File: config.mk
export PLATFORM = sky130hd
export DESIGN_NAME = gaussian_launcher
export DESIGN_NICKNAME = d
export VERILOG_FILES = /design/src/rtl/gaussian_launch_pkg.sv /design/src/rtl/gaussian_sync_fifo.sv /design/src/rtl/gaussian_launcher.sv
export SDC_FILE = /design/constraint.sdc
export NUM_CORES = 1
export LEC_CHECK = 0
export CORE_MARGIN = 5
export CORE_UTILIZATION = 47
export CTS_BUF_LIST = sky130_fd_sc_hd__clkbuf_4
export CTS_CLUSTER_DIAMETER = 40
export DETAILED_ROUTE_END_ITERATION = 7
export PLACE_DENSITY_LB_ADDON = 0.08
export SETUP_SLACK_MARGIN = 0.2
export SYNTH_ARGS = -nofsm -noshare
export SYNTH_HDL_FRONTEND = slang
export SYNTH_SLANG_ARGS = --single-unit
export TNS_END_PERCENT = 1
File: constraint.sdc
create_clock -name clock -period 14.9 [get_ports clock]
set_input_delay 1.49 -clock clock [delete_from_list [all_inputs] [get_ports clock]]
set_output_delay 1.49 -clock clock [all_outputs]
set_load 0.03 [all_outputs]
File: src/rtl/gaussian_launch_pkg.sv
// +-----------------------------------------------------------------------------+
// | gaussian_launch_pkg : shared types and helpers for the gaussian launcher    |
// | Rev 1.0                                                                     |
// +-----------------------------------------------------------------------------+
`default_nettype none

package gaussian_launch_pkg;

    localparam int ADDR_W = 64;
    localparam int TS_W   = 32;

    typedef logic [ADDR_W-1:0] job_t;

    typedef struct packed {
        job_t            addr;
        logic [TS_W-1:0] ts;
    } inflight_t;

    // Pointer width that stays at least one bit for a single-entry FIFO.
    function automatic int ptr_w(input int depth);
        return (depth > 1) ? $clog2(depth) : 1;
    endfunction

endpackage

`default_nettype wire

File: src/rtl/gaussian_sync_fifo.sv
// +-----------------------------------------------------------------------------+
// | gaussian_sync_fifo : first-word-fall-through synchronous FIFO               |
// | Rev 1.0                                                                     |
// +-----------------------------------------------------------------------------+
`default_nettype none

module gaussian_sync_fifo
    import gaussian_launch_pkg::*;
#(
    parameter int WIDTH = 64,
    parameter int DEPTH = 4
) (
    input  logic             clk,
    input  logic             rst_n,
    input  logic             push,
    input  logic [WIDTH-1:0] din,
    input  logic             pop,
    output logic [WIDTH-1:0] dout,
    output logic             full,
    output logic             empty
);

    localparam int PW = ptr_w(DEPTH);
    localparam int CW = $clog2(DEPTH + 1);

    logic [WIDTH-1:0] r_mem [DEPTH];
    logic [PW-1:0]    r_wr_ptr;
    logic [PW-1:0]    r_rd_ptr;
    logic [CW-1:0]    r_count;
    logic             w_push;
    logic             w_pop;

    assign full   = (r_count == CW'(DEPTH));
    assign empty  = (r_count == '0);
    assign w_push = push && !full;
    assign w_pop  = pop && !empty;
    assign dout   = r_mem[r_rd_ptr];

    // Explicit wrap so non-power-of-two depths work.
    function automatic logic [PW-1:0] next_ptr(input logic [PW-1:0] p);
        return (p == PW'(DEPTH - 1)) ? '0 : p + 1'b1;
    endfunction

    always_ff @(posedge clk) begin
        if (w_push) begin
            r_mem[r_wr_ptr] <= din;
        end
    end

    always_ff @(posedge clk or negedge rst_n) begin
        if (!rst_n) begin
            r_wr_ptr <= '0;
            r_rd_ptr <= '0;
            r_count  <= '0;
        end else begin
            if (w_push) begin
                r_wr_ptr <= next_ptr(r_wr_ptr);
            end
            if (w_pop) begin
                r_rd_ptr <= next_ptr(r_rd_ptr);
            end
            case ({w_push, w_pop})
                2'b10:   r_count <= r_count + 1'b1;
                2'b01:   r_count <= r_count - 1'b1;
                default: r_count <= r_count;
            endcase
        end
    end

endmodule

`default_nettype wire

File: src/rtl/gaussian_launcher.sv
// +-----------------------------------------------------------------------------+
// | gaussian_launcher : queues jobs, issues gaussian calls, returns in-order     |
// |                     responses with measured call-to-return latency           |
// | Rev 1.0                                                                     |
// +-----------------------------------------------------------------------------+
`default_nettype none

module gaussian_launcher
    import gaussian_launch_pkg::*;
#(
    parameter int DEPTH        = 4,
    parameter int MAX_INFLIGHT = 2,
    parameter int CNT_W        = 32
) (
    input  logic              clock,
    input  logic              resetn,
    input  logic              job_valid,
    output logic              job_ready,
    input  logic [63:0]       job_addr,
    output logic              start,
    input  logic              busy,
    output logic [63:0]       A_r,
    input  logic              done,
    output logic              stall,
    output logic              resp_valid,
    input  logic              resp_ready,
    output logic [63:0]       resp_addr,
    output logic [CNT_W-1:0]  resp_latency,
    output logic [CNT_W-1:0]  jobs_completed,
    output logic              idle,
    output logic              err
);

    localparam int INF_W = ADDR_W + CNT_W;

    logic             r_alive;
    logic [CNT_W-1:0] r_ts;
    logic [CNT_W-1:0] r_latency;
    logic [CNT_W-1:0] r_completed;
    job_t             r_resp_addr;
    logic             r_resp_valid;
    logic             r_err;

    job_t             w_job_head;
    logic             w_job_full;
    logic             w_job_empty;
    logic [INF_W-1:0] w_inf_head;
    logic             w_inf_full;
    logic             w_inf_empty;
    logic             w_push_job;
    logic             w_call;
    logic             w_ret;

    assign job_ready  = r_alive && !w_job_full;
    assign w_push_job = job_valid && job_ready;

    // Issue depends only on registered FIFO state, so start/A_r hold under busy.
    assign start  = !w_job_empty && !w_inf_full;
    assign A_r    = start ? w_job_head : '0;
    assign w_call = start && !busy;

    assign stall = r_resp_valid && !resp_ready;
    assign w_ret = done && !stall && !w_inf_empty;

    assign resp_valid     = r_resp_valid;
    assign resp_addr      = r_resp_addr;
    assign resp_latency   = r_latency;
    assign jobs_completed = r_completed;
    assign err            = r_err;
    assign idle           = w_job_empty && w_inf_empty && !r_resp_valid;

    gaussian_sync_fifo #(
        .WIDTH (ADDR_W),
        .DEPTH (DEPTH)
    ) u_job_fifo (
        .clk   (clock),
        .rst_n (resetn),
        .push  (w_push_job),
        .din   (job_addr),
        .pop   (w_call),
        .dout  (w_job_head),
        .full  (w_job_full),
        .empty (w_job_empty)
    );

    gaussian_sync_fifo #(
        .WIDTH (INF_W),
        .DEPTH (MAX_INFLIGHT)
    ) u_inflight_fifo (
        .clk   (clock),
        .rst_n (resetn),
        .push  (w_call),
        .din   ({w_job_head, r_ts}),
        .pop   (w_ret),
        .dout  (w_inf_head),
        .full  (w_inf_full),
        .empty (w_inf_empty)
    );

    always_ff @(posedge clock or negedge resetn) begin
        if (!resetn) begin
            r_alive      <= 1'b0;
            r_ts         <= '0;
            r_latency    <= '0;
            r_completed  <= '0;
            r_resp_addr  <= '0;
            r_resp_valid <= 1'b0;
            r_err        <= 1'b0;
        end else begin
            r_alive <= 1'b1;
            r_ts    <= r_ts + 1'b1;
            if (done && w_inf_empty) begin
                r_err <= 1'b1;
            end
            if (w_ret) begin
                r_resp_addr  <= w_inf_head[INF_W-1:CNT_W];
                r_latency    <= r_ts - w_inf_head[CNT_W-1:0];
                r_resp_valid <= 1'b1;
                r_completed  <= r_completed + 1'b1;
            end else if (resp_ready) begin
                r_resp_valid <= 1'b0;
            end
        end
    end

endmodule

`default_nettype wire
==> results of run 1 <==
-- registers in the layout (all words and copies together) (netlist names), 2 cells and up --
register and count:
u_job_fifo.r_wr_ptr 2, resp_addr 64, u_job_fifo.r_rd_ptr 2, r_ts 32, u_inflight_fifo.r_count 2, u_inflight_fifo.r_mem 192
u_job_fifo.r_count 3, resp_latency 32, jobs_completed 32, u_job_fifo.r_mem 256
-- final timing paths --
check	start	to	slack, ns	cells past startpoint
worst max-delay path	u_job_fifo.r_rd_ptr[0]	A_r[15]	9.35	4
worst min-delay path	err	err	0.47	1
worst max register to register	u_inflight_fifo.r_rd_ptr	resp_latency[24]	10.75	12
worst min register to register	err	err	0.47	1
max in group asynchronous	resetn	u_job_fifo.r_rd_ptr[1]	12.40	3
min in group asynchronous	resetn	resp_latency[13]	0.55	1
-- layer usage --
metal	wire, um	up-vias
met3	3294	87
li1	-	6694
met5	13	-
met2	26660	312
met4	1231	2
met1	23050	6967
-- stage by stage --
step | setup slack (ns) | util | hold slack [ns] | instances
after floorplan | 8.464 | - | 0.4555 | 1531
after global placement | 10.22 | 0.5399 | 0.4561 | 2440
after detailed placement | 10.25 | 0.5399 | 0.4629 | 2440
after CTS | 9.123 | 0.5823 | 0.4562 | 2753
after global routing | 9.015 | 0.5824 | 0.4981 | 2756
final | 9.349 | 0.5826 | 0.4712 | 2759
-- critical path: cells and delay by family, from the launching register on --
family / cells / cell delay (ns)
buffers and inverters: 2 / 1.33
flip-flops: 1 / 0.87
multiplexers: 1 / 0.63
AND/OR/NAND/NOR: 1 / 0.21
-- layout make-up --
cell class              instances  area share
well taps                     688     0.02817
inverters                      23    0.002826
multi-input cells             825      0.2213
clock inverters                48    0.007617
repair buffers                282     0.09128
diodes                          6   0.0004914
clock buffers                 265     0.06511
flip-flops and latches        622      0.5832
-- power breakdown --
part	switching [W]	internal [W]	total (W)	leakage (nW)
clock	0.000704	0.000814	0.00152	1.33
combinational	0.00141	0.000967	0.00238	3.95
sequential	0.000233	0.00235	0.00258	6.29
-- Yosys cell counts (2+ instances only) --
library cell / number
a2111o_1: 2
a211oi_1: 3
a21o_1: 10
a21oi_1: 29
a221o_1: 2
a31oi_1: 4
a41oi_2: 2
and2_1: 68
and3_1: 14
and4_1: 8
buf_1: 3
buf_2: 16
clkbuf_1: 42
dfrtp_1: 174
edfxtp_1: 448
fa_1: 2
ha_1: 43
inv_1: 22
mux2_2: 4
mux2i_1: 95
mux4_2: 64
nand2_1: 132
nand2b_1: 4
nand3_1: 37
nand4_1: 15
nor2_1: 25
nor2_4: 2
nor2b_1: 2
nor3_1: 7
nor3b_1: 2
o2111ai_1: 2
o211a_1: 2
o211ai_1: 4
o21a_1: 5
o21ai_0: 101
o21ai_1: 5
or2_2: 2
or3_1: 4
or4_1: 5
xnor2_1: 63
xor2_1: 31
-- logic make-up (layout without fill, tap and decap cells) --
logic type,after synthesis,after routing,share of synthesized area
and+or+nand+nor,337,337,0.07063
adders and majority gates,45,45,0.02326
muxes,163,163,0.09806
AOI/OAI and AO/OA,185,185,0.04485
xor gates and xnor gates,94,94,0.03312
other,1,7,0.0001509
buffers and inverters,84,618,0.01349
DFF,622,622,0.7164
==> impl_metrics.tcl, run 1 <==
set metrics [dict create \
    ios 268 \
    layout-drive-gt1-share 0.1923 \
    ctsHoldBuffers 0 \
    end_kind "output pin" \
    port_buffers 267 \
    fin_crit_ns 5.551 \
    fp.dieW_um 240.0 \
    syn-instance-count 1531 \
    clock_path_buffers 3 \
    final_cell_mix "448 x edfxtp_1, 266 x clkdlybuf4s50_1, 265 x clkbuf_4" \
    worst_pin_slew_ns 1.087 \
    dp_hpwl_um 32590 \
    die-area_um2 57580 \
    cp_data_required_time_ns 13.41 \
    grt_pass1_wl_um 83970 \
    routabilityCongestion 0.7914 \
    path_class "reg2out" \
    routed_via_density 5.097 \
    timing.slew.headroom 0.2752 \
    syn_area_um2 24860 \
    max_stage_delay_ns 0.87 \
    max_cap_violations 0 \
    htreeDepth 4 \
    wl_per_cell_um 19.66 \
    grt_use_met3 0.06102 \
    hold_viol 0 \
    slowest_stage "dfrtp_4" \
    fin_setup_tns_ns 0 \
    vias 14060 \
    antenna_found_initial 4 \
    fillers 4177 \
    finalInstanceArea_um2 30550 \
    placed_cell_area_um2 28320 \
    start_kind "flip-flop" \
    multi_input_area_um2 6761 \
    ys_seq_elements 622 \
    insertion_delay_ns 1.02 \
    fin_crit_sh 0.3726 \
    min_path_type "reg2reg" \
    path_clk_slew_ns 0.06 \
    power_w 0.006479 \
    critical_path.max_fanout 34 \
    cts_root_buffer "clkbuf_4" \
    grt_usage 0.1909 \
    path_cells "buf_4, mux4_2, and2_1, clkdlybuf4s50_1" \
    synth-edff-count 448 \
    synth.area.top_cells "edfxtp_1 54%, dfrtp_1 18%, mux4_2 5.8%" \
    ys.flop_type "edfxtp_1" \
    vdd_ir_drop_max_mv 0.1283 \
    drtIter0Drc 731 \
    max_clock_freq_ghz 0.1801 \
    cts_sinks 622 \
    met2_usage 0.3084 \
    yosys_warnings 0 \
    die_h_um 240.0 \
    syn_area_per_cell_um2 16.23 \
    rsz0062_at_grt "no" \
    ys_seq_area_frac 0.7164 \
    p_leak_nw 11.57 \
    ys_async_sr_fraction 0.2797 \
    area_delta_synth_final_pct 22.92 \
    drt_wl_total_um 54250 \
    nets 2035 \
    grt_max_degree 103 \
    syn_nets 1646 \
    final_common_cell "edfxtp_1" \
    ant_nets 0 \
    busiest_layer "met2" \
    grt_pass1_vias 14770 \
    overflow 0 \
    placement_rows 84 \
    core_region_area_um2 52450 \
    arrival_ns 4.06 \
    synth_area_leader_cell "edfxtp_1" \
    grt_use_met1 0.2398 \
    clock-skew-final_ns 0.06334 \
    cts_tree "done" \
    postCtsSetupBuffers 0 \
    cts_buffers 166 \
    firstDrtPassIters 5 \
    p_per_area_nw_per_um2 212.1 \
    synth_top_area_frac 0.5413 \
    seqCellArea_um2 17820 \
    synthDistinctLibCells 67 \
    final_max_slew_viol_count 0 \
    run_status "finished clean" \
    initial_core_util 0.4739 \
    cts.repair.resized 0 \
    drc 0 \
    setup_viol 0 \
]
Power figures use the tool's default switching activity.
==> run 2, diff against run 1 <==
- clock period: 14.9 -> 5.49 ns (I/O delays scaled with it)
==> run 2 against run 1 <==
Via count up 0.85%. Non-clock buffer count is 3 higher. Total power grew to 2.7 times the previous value. Global-route usage increased by 0.34 points. Cell area rose by 0.30%. Combinational power grew to 2.7 times the previous value. Die area unchanged. Hold slack got worse by 0.25 ns. Utilization rose by 0.17 points. Sequential share of layout area shrank 0.17 points. Register-to-register slack got worse by 9.0 ns. Cell count is 0.25% lower. Largest cell class unchanged.
==> impl_metrics.tcl, run 2 (synthesis gave the netlist of run 1 again) <==
set metrics [dict create \
    cts_tree "done" \
    fin_setup_tns_ns 0 \
    power.switching_w 0.006361 \
    regMostFlops "u_job_fifo.r_mem" \
    grt_max_degree 100 \
    core_region_area_um2 52450 \
    timing.slew.headroom 0.2559 \
    worst-r2r-cell-count 11 \
    cts.repair.resized 0 \
    arrival_ns 3.76 \
    grt_pass1_wl_um 84790 \
    path_cells "buf_4, mux4_2, and2_1, clkdlybuf4s50_1" \
    postCtsSetupBuffers 0 \
    grt_pass1_vias 14960 \
    cp_top_family "buffers and inverters" \
    final_max_slew_viol_count 0 \
    cp.depth 4 \
    worst_pin_slew_ns 1.116 \
    seqPwrFrac 0.396 \
    end_kind "output pin" \
    critical_path.max_fanout 31 \
    port_buffers 267 \
    p_per_area_nw_per_um2 579.0 \
    start_kind "flip-flop" \
    die-area_um2 57580 \
    hold_depth 1 \
    min_path_type "in2reg" \
    area_delta_synth_final_pct 23.29 \
    intPower_w 0.01138 \
    drc 0 \
    placement_rows 84 \
    path_clk_slew_ns 0.06 \
    setup_viol 0 \
    max_cap_violations 0 \
    ios 268 \
    multi_input_area_um2 6761 \
    htreeDepth 4 \
    routed_via_density 5.153 \
    overflow 0 \
    clock-skew-final_ns 0.04227 \
    wl_per_cell_um 20.07 \
    fin_crit_sh 0.7840 \
    final_cell_mix "448 x edfxtp_1, 271 x clkbuf_4, 266 x clkdlybuf4s50_1" \
    p_leak_nw 11.61 \
    final_common_cell "edfxtp_1" \
    antenna_found_initial 4 \
    routabilityCongestion 0.7709 \
    layout-drive-gt1-share 0.1954 \
    cts_sinks 622 \
    seqCellArea_um2 17820 \
    cts_root_buffer "clkbuf_4" \
    p_clk_frac 0.238 \
    path_class "reg2out" \
    firstDrtPassIters 4 \
    drt_wl_total_um 55240 \
    run_status "finished clean" \
    fp.dieW_um 240.0 \
    slowest_stage "dfrtp_4" \
    dp_hpwl_um 34110 \
    insertion_delay_ns 0.95 \
    initial_core_util 0.4739 \
    ant_nets 0 \
    die_h_um 240.0 \
    largest_reg_flops 256 \
    fin_crit_ns 4.304 \
    clock_path_buffers 3 \
    max_clock_freq_ghz 0.2323 \
    critPathBufInv 2 \
    grt_usage 0.1943 \
    nets 2036 \
    vias 14180 \
    max_stage_delay_ns 0.85 \
    hold_viol 0 \
    cts_buffers 164 \
    combPwrFrac 0.367 \
    drtIter0Drc 786 \
    vdd_ir_drop_max_mv 0.3509 \
    rsz0062_at_grt "no" \
    fillers 4216 \
    p_sw_frac 0.3585 \
    cp_data_required_time_ns 4.94 \
    final_util 0.5843 \
]
==> run 2: path summary, 6_finish.rpt <==
| path | end | startpoint | slack, ns |
|---|---|---|---|
| worst min-delay path | u_job_fifo.r_mem[0][39] | job_addr[39] | 0.22 |
| worst max register to register | resp_latency[31] | u_inflight_fifo.r_rd_ptr | 1.79 |
| min in group asynchronous | u_inflight_fifo.r_rd_ptr | resetn | 0.26 |
| worst max-delay path | A_r[1] | u_job_fifo.r_rd_ptr[0] | 1.19 |
| worst min register to register | err | err | 0.46 |
| max in group asynchronous | r_ts[24] | resetn | 3.87 |
==> run 2: layer usage <==
layer,track usage,vias to the layer above,part of all wire
met5,0,-,0.00036
met4,0.06001,2,0.015
met3,0.06274,65,0.049
met2,0.3239,312,0.51
met1,0.2449,7134,0.42
li1,-,6668,-
==> run 2: cell type report <==
cell class,instances,share of cell area
clock inverters,31,0.007390
clock buffers,271,0.06639
flip-flops and latches,622,0.5815
well taps,688,0.02809
diodes,7,0.0005716
multi-input cells,825,0.2206
repair buffers,285,0.09264
inverters,23,0.002817
==> run 2: metrics by stage <==
| stage | hold slack (ns) | total power, W | instances | instance area (um2) | setup WS, ns |
|---|---|---|---|---|---|
| 6_report | 0.2194 | 0.01774 | 2752 | 30640 | 1.186 |
| 5_1_grt | 0.07416 | 0.01879 | 2747 | 30630 | 0.8161 |
| 4_1_cts | 0.06681 | 0.01806 | 2745 | 30630 | 0.9518 |
| 3_5_place_dp | 0.4470 | 0.01375 | 2442 | 28360 | 1.805 |
| 3_3_place_gp | 0.4438 | 0.01367 | 2442 | 28360 | 1.852 |
| 2_1_floorplan | 0.2534 | 0.01102 | 1531 | 24860 | 1.495 |
==> run 2: timing repair <==
action,4_1_cts,5_1_grt
hold endpoints to repair,97,0
hold buffers,1,0
setup endpoints to repair,0,0
==> run 2: power groups by stage <==
stage | clock network [W] | registers (W) | logic, W
final | 0.00422 | 0.00702 | 0.00651
after global routing | 0.00465 | 0.00714 | 0.00699
after CTS | 0.00438 | 0.00705 | 0.00664
after detailed placement | 0 | 0.00714 | 0.00661
after global placement | 0 | 0.00710 | 0.00657
after floorplan | 0 | 0.00751 | 0.00352
==> run 3, diff against run 2 <==
- clock period: 5.49 -> 4.3 ns (I/O delays scaled with it)
==> run 3 against run 2 <==
Total power up 28%. Global-route usage is 0.088 points lower. Sequential power grew 26%. Cell count rose by 1.5%. Utilization increased by 0.85 points. First-iteration DRC count down 2.9%. Clock skew up 0.017 ns. Cell area is 1.4% higher. Critical endpoint is now A_r[47]. Largest power group unchanged.
==> impl_metrics.tcl, run 3 (synthesis gave the netlist of run 1 again) <==
set metrics [dict create \
    core_region_area_um2 52450 \
    drt_wl_total_um 54860 \
    hold_viol 0 \
    layout-drive-gt1-share 0.1874 \
    vdd_ir_drop_max_mv 0.5943 \
    rsz0062_at_grt "no" \
    nets 2081 \
    setup_viol 0 \
    path_class "reg2out" \
    ios 268 \
    grt_pass1_vias 15270 \
    p_leak_nw 11.79 \
    ant_nets 0 \
    fin_crit_sh 0.8764 \
    p_per_area_nw_per_um2 728.4 \
    fin_setup_tns_ns 0 \
    run_status "finished clean" \
    cts_buffers 162 \
    worst_pin_slew_ns 0.9907 \
    final_cells 2794 \
    hold_depth 1 \
    fillers 4151 \
    routabilityCongestion 0.8535 \
    hold_ws_ns 0.1338 \
    routed_via_density 5.138 \
    area_delta_synth_final_pct 25.08 \
    final_max_slew_viol_count 0 \
    initial_core_util 0.4739 \
    grt_usage 0.1934 \
    final_common_cell "edfxtp_1" \
    drtIter0Drc 763 \
    timing.slew.headroom 0.3395 \
    wl_per_cell_um 19.63 \
    min_path_type "in2reg" \
    cts.repair.resized 0 \
    grt_pass1_wl_um 85150 \
    drc 0 \
    vias 14360 \
    power_w 0.02265 \
    final_util 0.5928 \
    fp.dieW_um 240.0 \
    largest_reg_flops 256 \
    min_to "u_job_fifo.r_mem[2][57]" \
    port_buffers 267 \
    cts_sinks 622 \
    insertion_delay_ns 0.96 \
    end_kind "output pin" \
    hp-start "job_addr[57]" \
    arrival_ns 3.34 \
    r2r_end "resp_latency[24]" \
    dp_hpwl_um 33980 \
    placement_rows 84 \
    cts_tree "done" \
    firstDrtPassIters 4 \
    dp.cells 2449 \
    start_kind "flip-flop" \
    critical_path.max_fanout 19 \
    max_cap_violations 0 \
    htreeDepth 4 \
    r2r_slack_ns 0.76 \
    cp_data_required_time_ns 3.87 \
    clock-skew-final_ns 0.05948 \
    fin_crit_ns 3.768 \
    grt_max_degree 202 \
    regMostFlops "u_job_fifo.r_mem" \
    overflow 0 \
    max_clock_freq_ghz 0.2654 \
    timing.rr.start "u_inflight_fifo.r_rd_ptr" \
    path_clk_slew_ns 0.06 \
    antenna_found_initial 3 \
    cts_root_buffer "clkbuf_4" \
    die_h_um 240.0 \
    clock_path_buffers 3 \
    die-area_um2 57580 \
    final_cell_mix "448 x edfxtp_1, 266 x clkdlybuf4s50_1, 252 x clkbuf_4" \
    worst-r2r-cell-count 11 \
]
run 3: cell types whose count changed in the layout (fill, tap and decap cells not counted), sizes merged:
cell,delta
dlygate4sd3,+39
buf,+8
diode,-4
inv,+2
clkinv,+17
clkinvlp,-1
clkbuf,-19
run 3: how the worst max path moves through the flow:
stage | from | to | slack, ns
after floorplan | u_inflight_fifo.r_count[0] | u_inflight_fifo.r_mem[0][0] | 0.31
after global placement | u_inflight_fifo.r_rd_ptr | resp_latency[24] | 0.91
after detailed placement | u_inflight_fifo.r_rd_ptr | resp_latency[24] | 0.84
after CTS | u_job_fifo.r_rd_ptr[0] | A_r[39] | 0.33
after global routing | u_job_fifo.r_rd_ptr[0] | A_r[45] | 0.28
final | u_job_fifo.r_rd_ptr[0] | A_r[47] | 0.53
run 3: final cells by class:
class | count | area [um2] | area share
inverter | 23 | 86.33 | 0.002777
clock inverter | 49 | 310.3 | 0.009981
sequential | 622 | 17820 | 0.5731
antenna | 3 | 7.507 | 0.0002415
tap | 688 | 860.8 | 0.02769
clock buffer | 252 | 1892 | 0.06085
multi-input combinational | 825 | 6761 | 0.2175
timing repair buffer | 332 | 3352 | 0.1078
run 3: stage by stage:
step	cell area, um2	worst slack, ns
after floorplan	24860	0.3051
after global placement	28460	0.9097
after detailed placement	28460	0.8356
after CTS	31080	0.3260
after global routing	31090	0.2826
final	31090	0.5316
run 3: power by group:
part | leakage, nW | switching, W | total [W] | internal (W)
clock | 1.31 | 0.00240 | 0.00527 | 0.00287
combinational | 4.19 | 0.00509 | 0.00856 | 0.00347
sequential | 6.29 | 0.000695 | 0.00882 | 0.00812
run 3: timing repair:
| item | 4_1_cts | 5_1_grt |
|---|---|---|
| hold endpoints to repair | 228 | 0 |
| buffers inserted | 1 | 0 |
| hold buffers | 40 | 0 |
| setup endpoints to repair | 35 | 0 |
run 3: worst max-delay path: stages, from the launching register on:
cell             delay, ns
dfrtp_4               0.73
buf_4                 0.32
mux4_2                0.58
and2_1                0.18
clkdlybuf4s50_1       0.58
run 3: metal layers:
layer / vias up / GRT usage / part of all wire
met1: 7166 / 0.2534 / 0.43
li1: 6770 / - / -
met3: 95 / 0.04623 / 0.046
met2: 325 / 0.3150 / 0.50
met5: - / 0 / 0
met4: 0 / 0.07789 / 0.023
